File: src/rtl/stopwatch_timebase.sv
// Stopwatch front end: debounces the two pushbuttons, divides clk_50 to the count rate
// and runs the IDLE/RUN/PAUSE seconds counter with a wrap pulse for the minutes stage.
module stopwatch_timebase #(
    parameter int CLK_HZ     = 50_000_000,
    parameter int TICK_HZ    = 1,
    parameter int DEB_CYCLES = 1_000_000,
    parameter int MAX_COUNT  = 59
) (
    input  logic       clk_50,
    input  logic       rst,
    input  logic       key_ss,
    input  logic       key_clr,
    output logic [5:0] sec,
    output logic       running,
    output logic       sec_tick,
    output logic       min_tick
);

    localparam int DIV   = CLK_HZ / TICK_HZ;
    localparam int PRE_W = (DIV > 1) ? $clog2(DIV) : 1;
    localparam int DEB_W = (DEB_CYCLES > 1) ? $clog2(DEB_CYCLES) : 1;

    localparam logic [PRE_W-1:0] PRE_LAST = PRE_W'(DIV - 1);
    localparam logic [DEB_W-1:0] DEB_LAST = DEB_W'(DEB_CYCLES - 1);
    localparam logic [5:0]       SEC_LAST = 6'(MAX_COUNT);

    typedef enum logic [1:0] {
        IDLE  = 2'd0,
        RUN   = 2'd1,
        PAUSE = 2'd2
    } state_e;

    // Bit 0 is start/stop, bit 1 is clear; both keys are active-low.
    logic [1:0]       key_raw;
    logic [1:0]       sync1_q, sync2_q;
    logic [1:0]       deb_q, deb_d;
    logic [1:0]       press_q, press_d;
    logic [DEB_W-1:0] cnt_q [2];
    logic [DEB_W-1:0] cnt_d [2];

    assign key_raw = {key_clr, key_ss};

    // NOTE: every combinational output gets a default first, so no path leaves it unassigned and no latch is inferred.
    always_comb begin
        for (int k = 0; k < 2; k++) begin
            deb_d[k] = deb_q[k];
            cnt_d[k] = '0;
            if (sync2_q[k] != deb_q[k]) begin
                if (cnt_q[k] == DEB_LAST) begin
                    deb_d[k] = sync2_q[k];
                end else begin
                    cnt_d[k] = cnt_q[k] + DEB_W'(1);
                end
            end
            press_d[k] = deb_q[k] & ~deb_d[k];
        end
    end

    // NOTE: sequential state uses non-blocking assignments so every flop samples pre-edge values.
    always_ff @(posedge clk_50 or negedge rst) begin
        if (!rst) begin
            sync1_q <= '1;
            sync2_q <= '1;
            deb_q   <= '1;
            press_q <= '0;
            for (int k = 0; k < 2; k++) begin
                cnt_q[k] <= '0;
            end
        end else begin
            sync1_q <= key_raw;
            sync2_q <= sync1_q;
            deb_q   <= deb_d;
            press_q <= press_d;
            for (int k = 0; k < 2; k++) begin
                cnt_q[k] <= cnt_d[k];
            end
        end
    end

    state_e           state_q;
    logic [PRE_W-1:0] pre_q;
    logic [5:0]       sec_q;
    logic             running_q, sec_tick_q, min_tick_q;
    logic             ss_ev, clr_ev, tick;

    assign ss_ev  = press_q[0];
    assign clr_ev = press_q[1];
    assign tick   = (state_q == RUN) && (pre_q == PRE_LAST);

    // Clear overrides everything, including a tick or a start/stop press in the same cycle.
    always_ff @(posedge clk_50 or negedge rst) begin
        if (!rst) begin
            state_q    <= IDLE;
            pre_q      <= '0;
            sec_q      <= '0;
            running_q  <= 1'b0;
            sec_tick_q <= 1'b0;
            min_tick_q <= 1'b0;
        end else begin
            sec_tick_q <= 1'b0;
            min_tick_q <= 1'b0;
            if (clr_ev) begin
                state_q   <= IDLE;
                pre_q     <= '0;
                sec_q     <= '0;
                running_q <= 1'b0;
            end else begin
                unique case (state_q)
                    IDLE: begin
                        pre_q <= '0;
                        if (ss_ev) begin
                            state_q   <= RUN;
                            running_q <= 1'b1;
                        end
                    end
                    RUN: begin
                        if (tick) begin
                            pre_q      <= '0;
                            sec_tick_q <= 1'b1;
                            if (sec_q == SEC_LAST) begin
                                sec_q      <= '0;
                                min_tick_q <= 1'b1;
                            end else begin
                                sec_q <= sec_q + 6'd1;
                            end
                        end else begin
                            pre_q <= pre_q + PRE_W'(1);
                        end
                        // A tick coinciding with the stop press is still counted above.
                        if (ss_ev) begin
                            state_q   <= PAUSE;
                            running_q <= 1'b0;
                        end
                    end
                    PAUSE: begin
                        if (ss_ev) begin
                            state_q   <= RUN;
                            running_q <= 1'b1;
                        end
                    end
                    default: begin
                        state_q   <= IDLE;
                        pre_q     <= '0;
                        sec_q     <= '0;
                        running_q <= 1'b0;
                    end
                endcase
            end
        end
    end

    assign sec      = sec_q;
    assign running  = running_q;
    assign sec_tick = sec_tick_q;
    assign min_tick = min_tick_q;

endmodule

File: config.mk
export PLATFORM = sky130hd
export DESIGN_NAME = stopwatch_timebase
export DESIGN_NICKNAME = d
export VERILOG_FILES = /design/src/rtl/stopwatch_timebase.sv
export SDC_FILE = /design/constraint.sdc
export NUM_CORES = 1
export LEC_CHECK = 0
export ABC_AREA = 0
export BUFFER_PORTS_ARGS = -buffer_cell sky130_fd_sc_hd__buf_2
export CAP_MARGIN = 40
export CORE_MARGIN = 2
export CORE_UTILIZATION = 30
export DETAILED_ROUTE_END_ITERATION = 8
export GPL_ROUTABILITY_DRIVEN = 0
export HOLD_SLACK_MARGIN = 0.1
export PLACE_DENSITY = 0.56
export SYNTH_ARGS = -nofsm -noshare
export SYNTH_HDL_FRONTEND = slang
export SYNTH_SLANG_ARGS = --single-unit
export TNS_END_PERCENT = 100
File: constraint.sdc
create_clock -name clk_50 -period 2.4 [get_ports clk_50]
set_input_delay 0.24 -clock clk_50 [delete_from_list [all_inputs] [get_ports clk_50]]
set_output_delay 0.24 -clock clk_50 [all_outputs]
set_load 0.02 [all_outputs]
# ---- After elaboration in Yosys (flattened, before gate mapping)
# Index checks and enable logic that the tools add are counted.
dict set report word_totals {
  reg_bits 85
  latch_bits 0
  ramBits 0
  mem_bits_ro 0
  inputBits 4
  output_inout_bits 9
  word_cells 68
  n_memories 0
}
dict set report op_classes {
  addsub 4
  multipliers 0
  div_mod_pow 0
  n_lt_le_gt_ge 0
  eq_ne 13
  shift 0
  muxes 30
  n_bitwise 4
  reduce_logical 5
}
# cell count
set ops {}
lappend ops {{$mux 20} 4}
lappend ops {{$mux 26} 2}
lappend ops {{$pmux 26 s2} 1}
lappend ops {{$add 20x1->20 const B} 2}
lappend ops {{$eq 20x20->1 const B} 2}
lappend ops {{$add 26x1->26 const B} 1}
lappend ops {{$eq 26x26->1 const B} 1}
lappend ops {{$mux 6} 3}
lappend ops {{$mux 1} 14}
lappend ops {{$pmux 6 s2} 1}
lappend ops {{$add 6x1->6 const B} 1}
lappend ops {{$eq 6x6->1 const B} 1}
lappend ops {{$mux 2} 3}
lappend ops {{$ne 3x3->1 const B} 2}
lappend ops {{$pmux 2 s2} 1}
lappend ops {{$reduce_and 2->1} 2}
lappend ops {{$ne 3x1->1 const B} 1}
lappend ops {{$and 1x1->1} 2}
lappend ops {{$eq 2x1->1 const B} 1}
lappend ops {{$eq 2x2->1 const B} 1}
lappend ops {{$logic_not 2->1} 1}
lappend ops {{$ne 1x1->1} 2}
lappend ops {{$ne 2x1->1 const B} 1}
lappend ops {{$ne 2x2->1 const B} 1}
lappend ops {{other kinds (4)} 5}

# ---- Depth between registers and ports, before layout
# Gate-level depths: netlist of run 1.
dict set report logic_depth {
  word_depth 5
  depth_mapped 9
  ltp_nobuf 6
}

# ---- Worst setup path before layout of run 1
# OpenSTA, ideal clock, no wires.
dict set report synth_timing {
  path_kind {register -> register}
  from {register pre_q[0]}
  to {register sec_q[1], in the netlist sec[1]}
  setup_time_ns 0.129
  arrival_ns 1.743
  required_time_ns 2.271
  path_slack_ns 0.528
  stages_incl_launch_ff 9
  path_buffers 2
  synth_period_minus_slack_ns 1.872
  cell_sequence {dfrtp_1 -> ha_1 -> nand3_2 -> nor3_2 -> a21oi_2 -> buf_2 -> buf_4 -> o21ai_0 -> o21ai_0}
}
dict set report synth_between {
  elab_chain_cells 4
}
# element line
set synth_rtl {}
lappend synth_rtl {{start, declared} 81} ;# logic [PRE_W-1:0] pre_q;
lappend synth_rtl {{start signal, assigned} 127} ;# pre_q <= pre_q + PRE_W'(1);
lappend synth_rtl {{$eq 26x26->1} 88} ;# assign tick = (state_q == RUN) && (pre_q == PRE_LAST);
lappend synth_rtl {{$logic_and 1x1->1} 88}
lappend synth_rtl {{$ne 3x3->1 (no source line)} n/a}
lappend synth_rtl {{$reduce_and 2->1 (no source line)} n/a}
lappend synth_rtl {{end signal, assigned} 124} ;# sec_q <= sec_q + 6'd1;
lappend synth_rtl {{end, declared} 82} ;# logic [5:0] sec_q;
# Every way passes these cells.
# A chain may end at the register's enable or synchronous reset.

# ---- Worst setup path in the final report of run 1
dict set report layout_timing {
  from {register pre_q[0]}
  to {register pre_q[14]}
}
dict set report layout_between {
  elab_chain_cells 5
  elab_cells_between_ends 6
  classes_between {1 x add/sub; 1 x eq/ne; 3 x mux; 1 x reduce/logical}
}
# element line
set layout_rtl {}
lappend layout_rtl {{parallel branches: the longest is 2 deep, another holds $add 26x1->26} n/a}
lappend layout_rtl {{$mux 26 (*)} 117} ;# if (tick) begin
lappend layout_rtl {{$pmux 26 s2 (*)} 108} ;# unique case (state_q)
lappend layout_rtl {{$mux 26 (*)} 102} ;# if (clr_ev) begin
# Every way passes the cells marked *.

==> impl_results.md, run 1 <==
* Number of flops mapped to enable cells by yosys at 0
* Layout net count at 462
* Min cycle time layout at 2.11 ns
* Run status: completed
* Syn Nets at 446
* Leakage at 1.97 nW
* Rows at 43
* Met3 usage in global routing at 3.32%
* Area Growth Syn to Fin at 13.4%
* Share of cells above drive strength 1 at 12.4%
* GRT Max-Usage Layer: met2
* Worst Hold Depth at 0
* DR vias at 3,281
* Required @ worst endpoint at 2.64 ns
* Core area at 13,900 um^2
* Tcrit/Tclk final at 88.0%
* Synthesized cell area at 4260 um^2
* Main combinational cell family by area after synthesis: simple AND/OR/NAND/NOR gates
* Final Total Pwr at 0.00293 W
* Class of the worst hold path: register to register
* Synth Area in Simple Gates at 25.5%
* Post-Route Skew at 0.00800 ns
* R2R Path End: pre_q[14]
* Vias in the first global route at 3,170
* CTS resizes at 0
* Mux cell area share after synthesis at 0.764%
* Total negative slack at 0 ns
* Cells after DPL at 619
* F_max at 0.474 GHz
* RSZ-0062 raised after global routing: no
* Post-CTS Setup Inserts at 0
* Pins over their slew limit at 0
* Power Density at 606 nW/um^2
* CTS Hold Buffers Added at 3
* Final setup fails at 0
* Worst slew pin tran at 0.616 ns
* Sw Share at 22.6%
* CTS tree: yes
* Post-detailed-route wirelength per cell at 13.6 um
* Drt via density at 5.14
* WL final at 8690 um
* Normalized max-slew margin at 58.9%
* Clk pin slew, worst setup/hold paths at 0.07 ns
* Maximum root-to-sink buffer count at 2
* First-pass GRT wire length at 15,200 um
* Hold EP: sync2_q[1]
* Post-synth top cells: dfrtp_1 (78), nor2_1 (53), nand2_1 (40), xor2_1 (29)
* Initial antenna violation count at 0
* P_sw at 0.000661 W
* Seq pwr share at 49.3%
* Largest net degree at the start of global routing at 48
* Post-Synth Adder-Cell Area at 1.47%
* DP HPWL at 5820 um
* Final hold viol count at 0
* Ys Warns at 0
* Top cell type's share of synthesized area at 45.9%
* DR pass1 iterations at 4
* Max VDD drop at 376 uV
* Cells on worst reg2reg path at 6
* Clk pwr share at 48.4%
* CP Capture Type: register
* GRT met2 Usage at 20.3%
* CP arrival at 2.36 ns
* CTS sink count at 84
* Die area at 15,200 um^2
* Max-cap violations at 0
* Syn avg cell area at 9.74 um^2
* Seq cells post-synth at 84
* Launch point of the worst reg-to-reg path: pre_q[0]
* Buffers on Ports at 12
* Synth area leaders: dfrtp_1 (46%), xor2_1 (6.0%), nor2_1 (4.7%)
* Crit Path Class: register to register
* Met1 Use GR at 16.4%
* Post-Synth XOR/XNOR Area at 7.82%
* Post-Layout Cell Count at 638
* CTS Buf Count at 9
* Gr usage total at 12.6%
* Post-Synthesis Cells at 437
* Top_reg_cell synth: dfrtp_1
* Largest area contributor in the netlist: dfrtp_1
* Post-synthesis cell type count at 57
* Die width at 123 um
* H-tree depth at 3
* Comb power frac at 2.3%
* Internal power at 0.00226 W
* Crit Path Max Fanout at 11
* Worst Setup Start Kind: register
* Count leader, synth: dfrtp_1
* Sequential share of the synthesized area at 49.6%
* Clk_lat worst skew at 0.35 ns
* # diodes at 0
* DR DRC count at 0
* Global route total overflow at 0
* Root Driver: clkbuf_16
* Num ports at 13
* Chip height at 123 um
* Reg2Reg Setup Slack at 0.29 ns
* Synth Area in Compound Gates at 11.1%
* Hold Path Origin: sync1_q[1]
* DRT antenna net count at 0
* Iter 0 DRT Violations at 206
* Ys async rst share at 100%
* Initial Util at 30.7%
## logic make-up after synthesis
| kind of cell | count (synthesis) |
|---|---|
| compound gates | 76 |
| xor+xnor | 38 |
| fa+ha+maj | 5 |
| buf+inv | 27 |
| flops | 84 |
| mux | 3 |
| simple gates | 204 |
## layout by cell type, fill, tap and decap left out, types with 3 or more instances in the layout
cell type and count:
buf_4 5, nor4_1 8, nor2_1 53, a21oi_1 12
nand4_1 21, xnor2_1 9, nand2_1 40, dfstp_2 6
o21ai_1 4, a31oi_1 27, xor2_1 29, and4_1 6
clkinv_4 3, or3_1 5, o31ai_1 4, nand3_1 27
nor3_1 9, a41oi_1 3, and3_1 10, o21ai_0 15
inv_1 11, dfrtp_1 78, buf_2 11, clkbuf_16 9
and2_1 3, ha_1 5, a21o_1 3, dlygate4sd3_1 3
## worst max path at each step
stage,from,end,slack (ns),cells past startpoint
2_1_floorplan,pre_q[0],sec[1],0.53,8
3_3_place_gp,pre_q[0],pre_q[14],0.39,6
3_5_place_dp,pre_q[0],pre_q[14],0.31,6
4_1_cts,pre_q[0],pre_q[14],0.28,6
5_1_grt,pre_q[0],pre_q[14],0.08,6
6_report,pre_q[0],pre_q[14],0.29,6
## stage by stage
stage	hold slack (ns)	cell area, um^2	setup WS [ns]	util [%]
final	0.358	4830	0.288	34.8
after floorplan	-0.0556	4260	0.528	-
after global placement	0.294	4490	0.394	32.4
after detailed placement	0.305	4490	0.310	32.4
after global routing	0.361	4830	0.0812	34.8
after CTS	0.359	4830	0.284	34.8
## critical path: stages, from the launching register on
cell     delay (ns)
dfrtp_1        0.44
ha_1           0.25
nand3_2        0.15
nor3_2         0.43
a21o_1         0.44
nor2_1         0.10
o21ba_2        0.20
## power groups by stage
| stage | Combinational, W | Sequential, W | Clock (W) |
|---|---|---|---|
| CTS | 0.0000715 | 0.00144 | 0.00146 |
| global route | 0.0000779 | 0.00144 | 0.00152 |
| floorplan | 0.0000276 | 0.00147 | 0 |
| global placement | 0.0000653 | 0.00147 | 0 |
| detailed placement | 0.0000675 | 0.00147 | 0 |
| finish | 0.0000669 | 0.00144 | 0.00142 |
## final cells by class
type                            count  area (um^2)
Fill cell                        1440         9050
Timing Repair Buffer               21          163
Clock buffer                       10          229
Sequential cell                    84         2110
Multi-Input combinational cell    326         1990
Tap cell                          180          225
Inverter                           11         41.3
Clock inverter                      6         72.6
## registers in the layout, indices dropped and copies added (netlist names)
| name | cells |
|---|---|
| pre_q | 26 |
| sec_tick | 1 |
| sync1_q | 2 |
| press_q | 2 |
| sec | 6 |
| deb_q | 2 |
| cnt_q | 40 |
| min_tick | 1 |
| state_q | 2 |
| sync2_q | 2 |
## routing by layer
layer  vias to the layer above  routed length, um  share of wire [%]
li1                       1615                  -                  -
met1                      1628               4230                 49
met2                        30               4130                 47
met3                         8                210                2.4
met4                         0                126                1.5
met5                         -                  0                  0
No activity file was read; power rests on OpenSTA's default activity.
==> run 2: changes to the inputs <==
Clock period 2.4 ns to 2.01 ns, I/O delays scaled along.
==> run 2 against run 1 <==
Worst hold slack worse by 0.0036 ns. Setup slack lost 0.17 ns. Non-clock buffer count rose by 16. Via count increased by 1.2%. Utilization rose by 1.0 points. Final cell count is 2.5% higher. Largest power group unchanged.
==> impl_results.md, run 2 (synthesis results as in run 1) <==
* Crit Path Max Fanout at 10 (-1)
* DR DRC count at 0 (unchanged)
* Launch point of the worst reg-to-reg path: pre_q[8]
* Reg2Reg Setup Slack at 0.12 ns (-0.17 ns)
* Layout fillers at 1,403 (-2.6%)
* Met2 wire length at 4340 um (+5.1%)
* Root Driver: clkbuf_16
* Crit Path Class: register to register
* DR pass1 iterations at 5 (+1)
* Most frequent cells in the layout: dfrtp_1 (78), nor2_1 (53), nand2_1 (40)
* Power Density at 701 nW/um^2 (+16%)
* Tcrit/Tclk final at 94.2% (+6.2 points)
* Required @ worst endpoint at 2.28 ns (-0.36 ns)
* Post-route cell area at 4970 um^2 (+2.9%)
* R2R Path End: pre_q[18]
* Initial antenna violation count at 0 (unchanged)
* Layout net count at 478 (+3.5%)
* WL final at 9010 um (+3.8%)
* Detailed-routing wirelength on met1 at 4210 um (-0.45%)
* Most flop-heavy register: cnt_q
* Crit. Startpoint: pre_q[8]
* Core area at 13,900 um^2 (unchanged)
* Chip height at 123 um (unchanged)
* Buffers on Ports at 12 (unchanged)
* Post-Route Skew at 0.0115 ns (+0.00348 ns)
* Worst Setup Start Kind: register
* Min cycle time layout at 1.89 ns (-0.218 ns)
* Clk_lat worst skew at 0.35 ns (about the same)
* Top sig layer: met4
* Iter 0 DRT Violations at 183 (-11%)
* DR vias at 3,320 (+1.2%)
* Vias in the first global route at 3,307 (+4.3%)
* H-tree depth at 3 (unchanged)
* CP Capture Type: register
* CTS sink count at 84 (unchanged)
* Share of cells above drive strength 1 at 15.6% (+3.2 points)
* Commonest non-fill, non-tap cell in the layout: dfrtp_1
* Final setup fails at 0 (unchanged)
* DRT antenna net count at 0 (unchanged)
* Final hold viol count at 0 (unchanged)
* # diodes at 0 (unchanged)
* Area Growth Syn to Fin at 16.7%
* Die width at 123 um (unchanged)
* Global route total overflow at 0 (unchanged)
* DP HPWL at 6210 um (+6.7%)
* Clk pin slew, worst setup/hold paths at 0.06 ns (about the same)
* CP arrival at 2.16 ns (-0.20 ns)
* Worst slew pin tran at 0.532 ns (-0.0847 ns)
* Setup crit end: pre_q[18]
* Rows at 43 (unchanged)
* Post-CTS Setup Inserts at 0 (unchanged)
* Drt via density at 5.08 (-1.3%)
* Cells on worst reg2reg path at 5 (-1)
* Max VDD drop at 509 uV (+35%)
* Pins over their slew limit at 0 (unchanged)
* Initial Util at 30.7% (unchanged)
* Num ports at 13 (unchanged)
* Largest net degree at the start of global routing at 41 (-15%)
* Class of the worst hold path: register to register
* Gr usage total at 13.1% (+0.45 points)
* Max-cap violations at 0 (unchanged)
* Max reg flops at 40 (unchanged)
* Normalized max-slew margin at 64.5% (+5.6 points)
* F_max at 0.528 GHz (+12%)
* Leakage at 2.07 nW (+5.4%)
* Area post-placement at 4610 um^2 (+2.7%)
* Post-detailed-route wirelength per cell at 13.8 um (+1.2%)
* CTS Buf Count at 9 (unchanged)
* First-pass GRT wire length at 15,600 um (+2.7%)
* Maximum root-to-sink buffer count at 2 (unchanged)
* CTS tree: yes
* Die area at 15,200 um^2 (unchanged)
* Run status: completed
* Met3 routed WL at 354 um (+69%)
* Total negative slack at 0 ns (unchanged)
* RSZ-0062 raised after global routing: no
==> run 2: cell types whose count changed in the layout (fill, tap and decap cells not counted), sizes merged <==
| cell | delta |
|---|---|
| buf | +16 |
| clkbuf | +1 |
| clkinv | -1 |
==> run 2: critical path, cell delays in order, from the launching register on <==
cell and delay [ns]:
dfrtp_1 0.50, and4_4 0.32, nand3_4 0.10, or4_4 0.52, or3_1 0.31, o21ai_1 0.07
==> run 2: cell type report <==
cell class	instances	area [um^2]	share of cell area, %
repair buffers	37	283	5.69
flip-flops and latches	84	2110	42.5
clock buffers	11	243	4.89
multi-input cells	326	2000	40.4
well taps	180	225	4.54
inverters	11	41.3	0.831
clock inverters	5	60.1	1.21
==> run 2: metal layers <==
metal | GRT usage (%) | vias to the layer above
li1 | - | 1641
met1 | 16.8 | 1624
met2 | 21.2 | 48
met3 | 4.06 | 7
met4 | 4.12 | 0
met5 | 0 | -
==> run 2: what timing repair did <==
action | 4_1_cts | 5_1_grt
hold buffers | 3 | 0
resized for setup | 0 | 3
setup endpoints to repair | 0 | 26
hold endpoints to repair | 40 | 0
==> run 2: stage by stage <==
step	hold WS, ns	power [W]	setup slack, ns	utilization, %	std cells
final	0.355	0.00348	0.117	35.8	654
after CTS	0.356	0.00354	0.0628	35.6	654
after detailed placement	0.230	0.00184	0.0640	33.2	635
after global routing	0.364	0.00363	0.00194	35.8	654
after floorplan	-0.0946	0.00178	0.138	-	437
after global placement	0.231	0.00184	0.0909	33.2	635
==> run 2: power breakdown <==
part / switching (W) / internal, W
clock: 0.000673 / 0.00100
sequential: 0.0000123 / 0.00171
combinational: 0.0000610 / 0.0000259
total: 0.000746 / 0.00273
==> run 2: worst min-delay path by stage <==
stage	to	slack [ns]	start	cells past startpoint
detailed placement	pre_q[19]	0.23	rst	1
floorplan	cnt_q[0]	-0.09	rst	0
global placement	pre_q[21]	0.23	rst	1
CTS	sync2_q[0]	0.36	sync1_q[0]	0
finish	sync2_q[0]	0.35	sync1_q[0]	0
global route	sync2_q[1]	0.36	sync1_q[1]	0
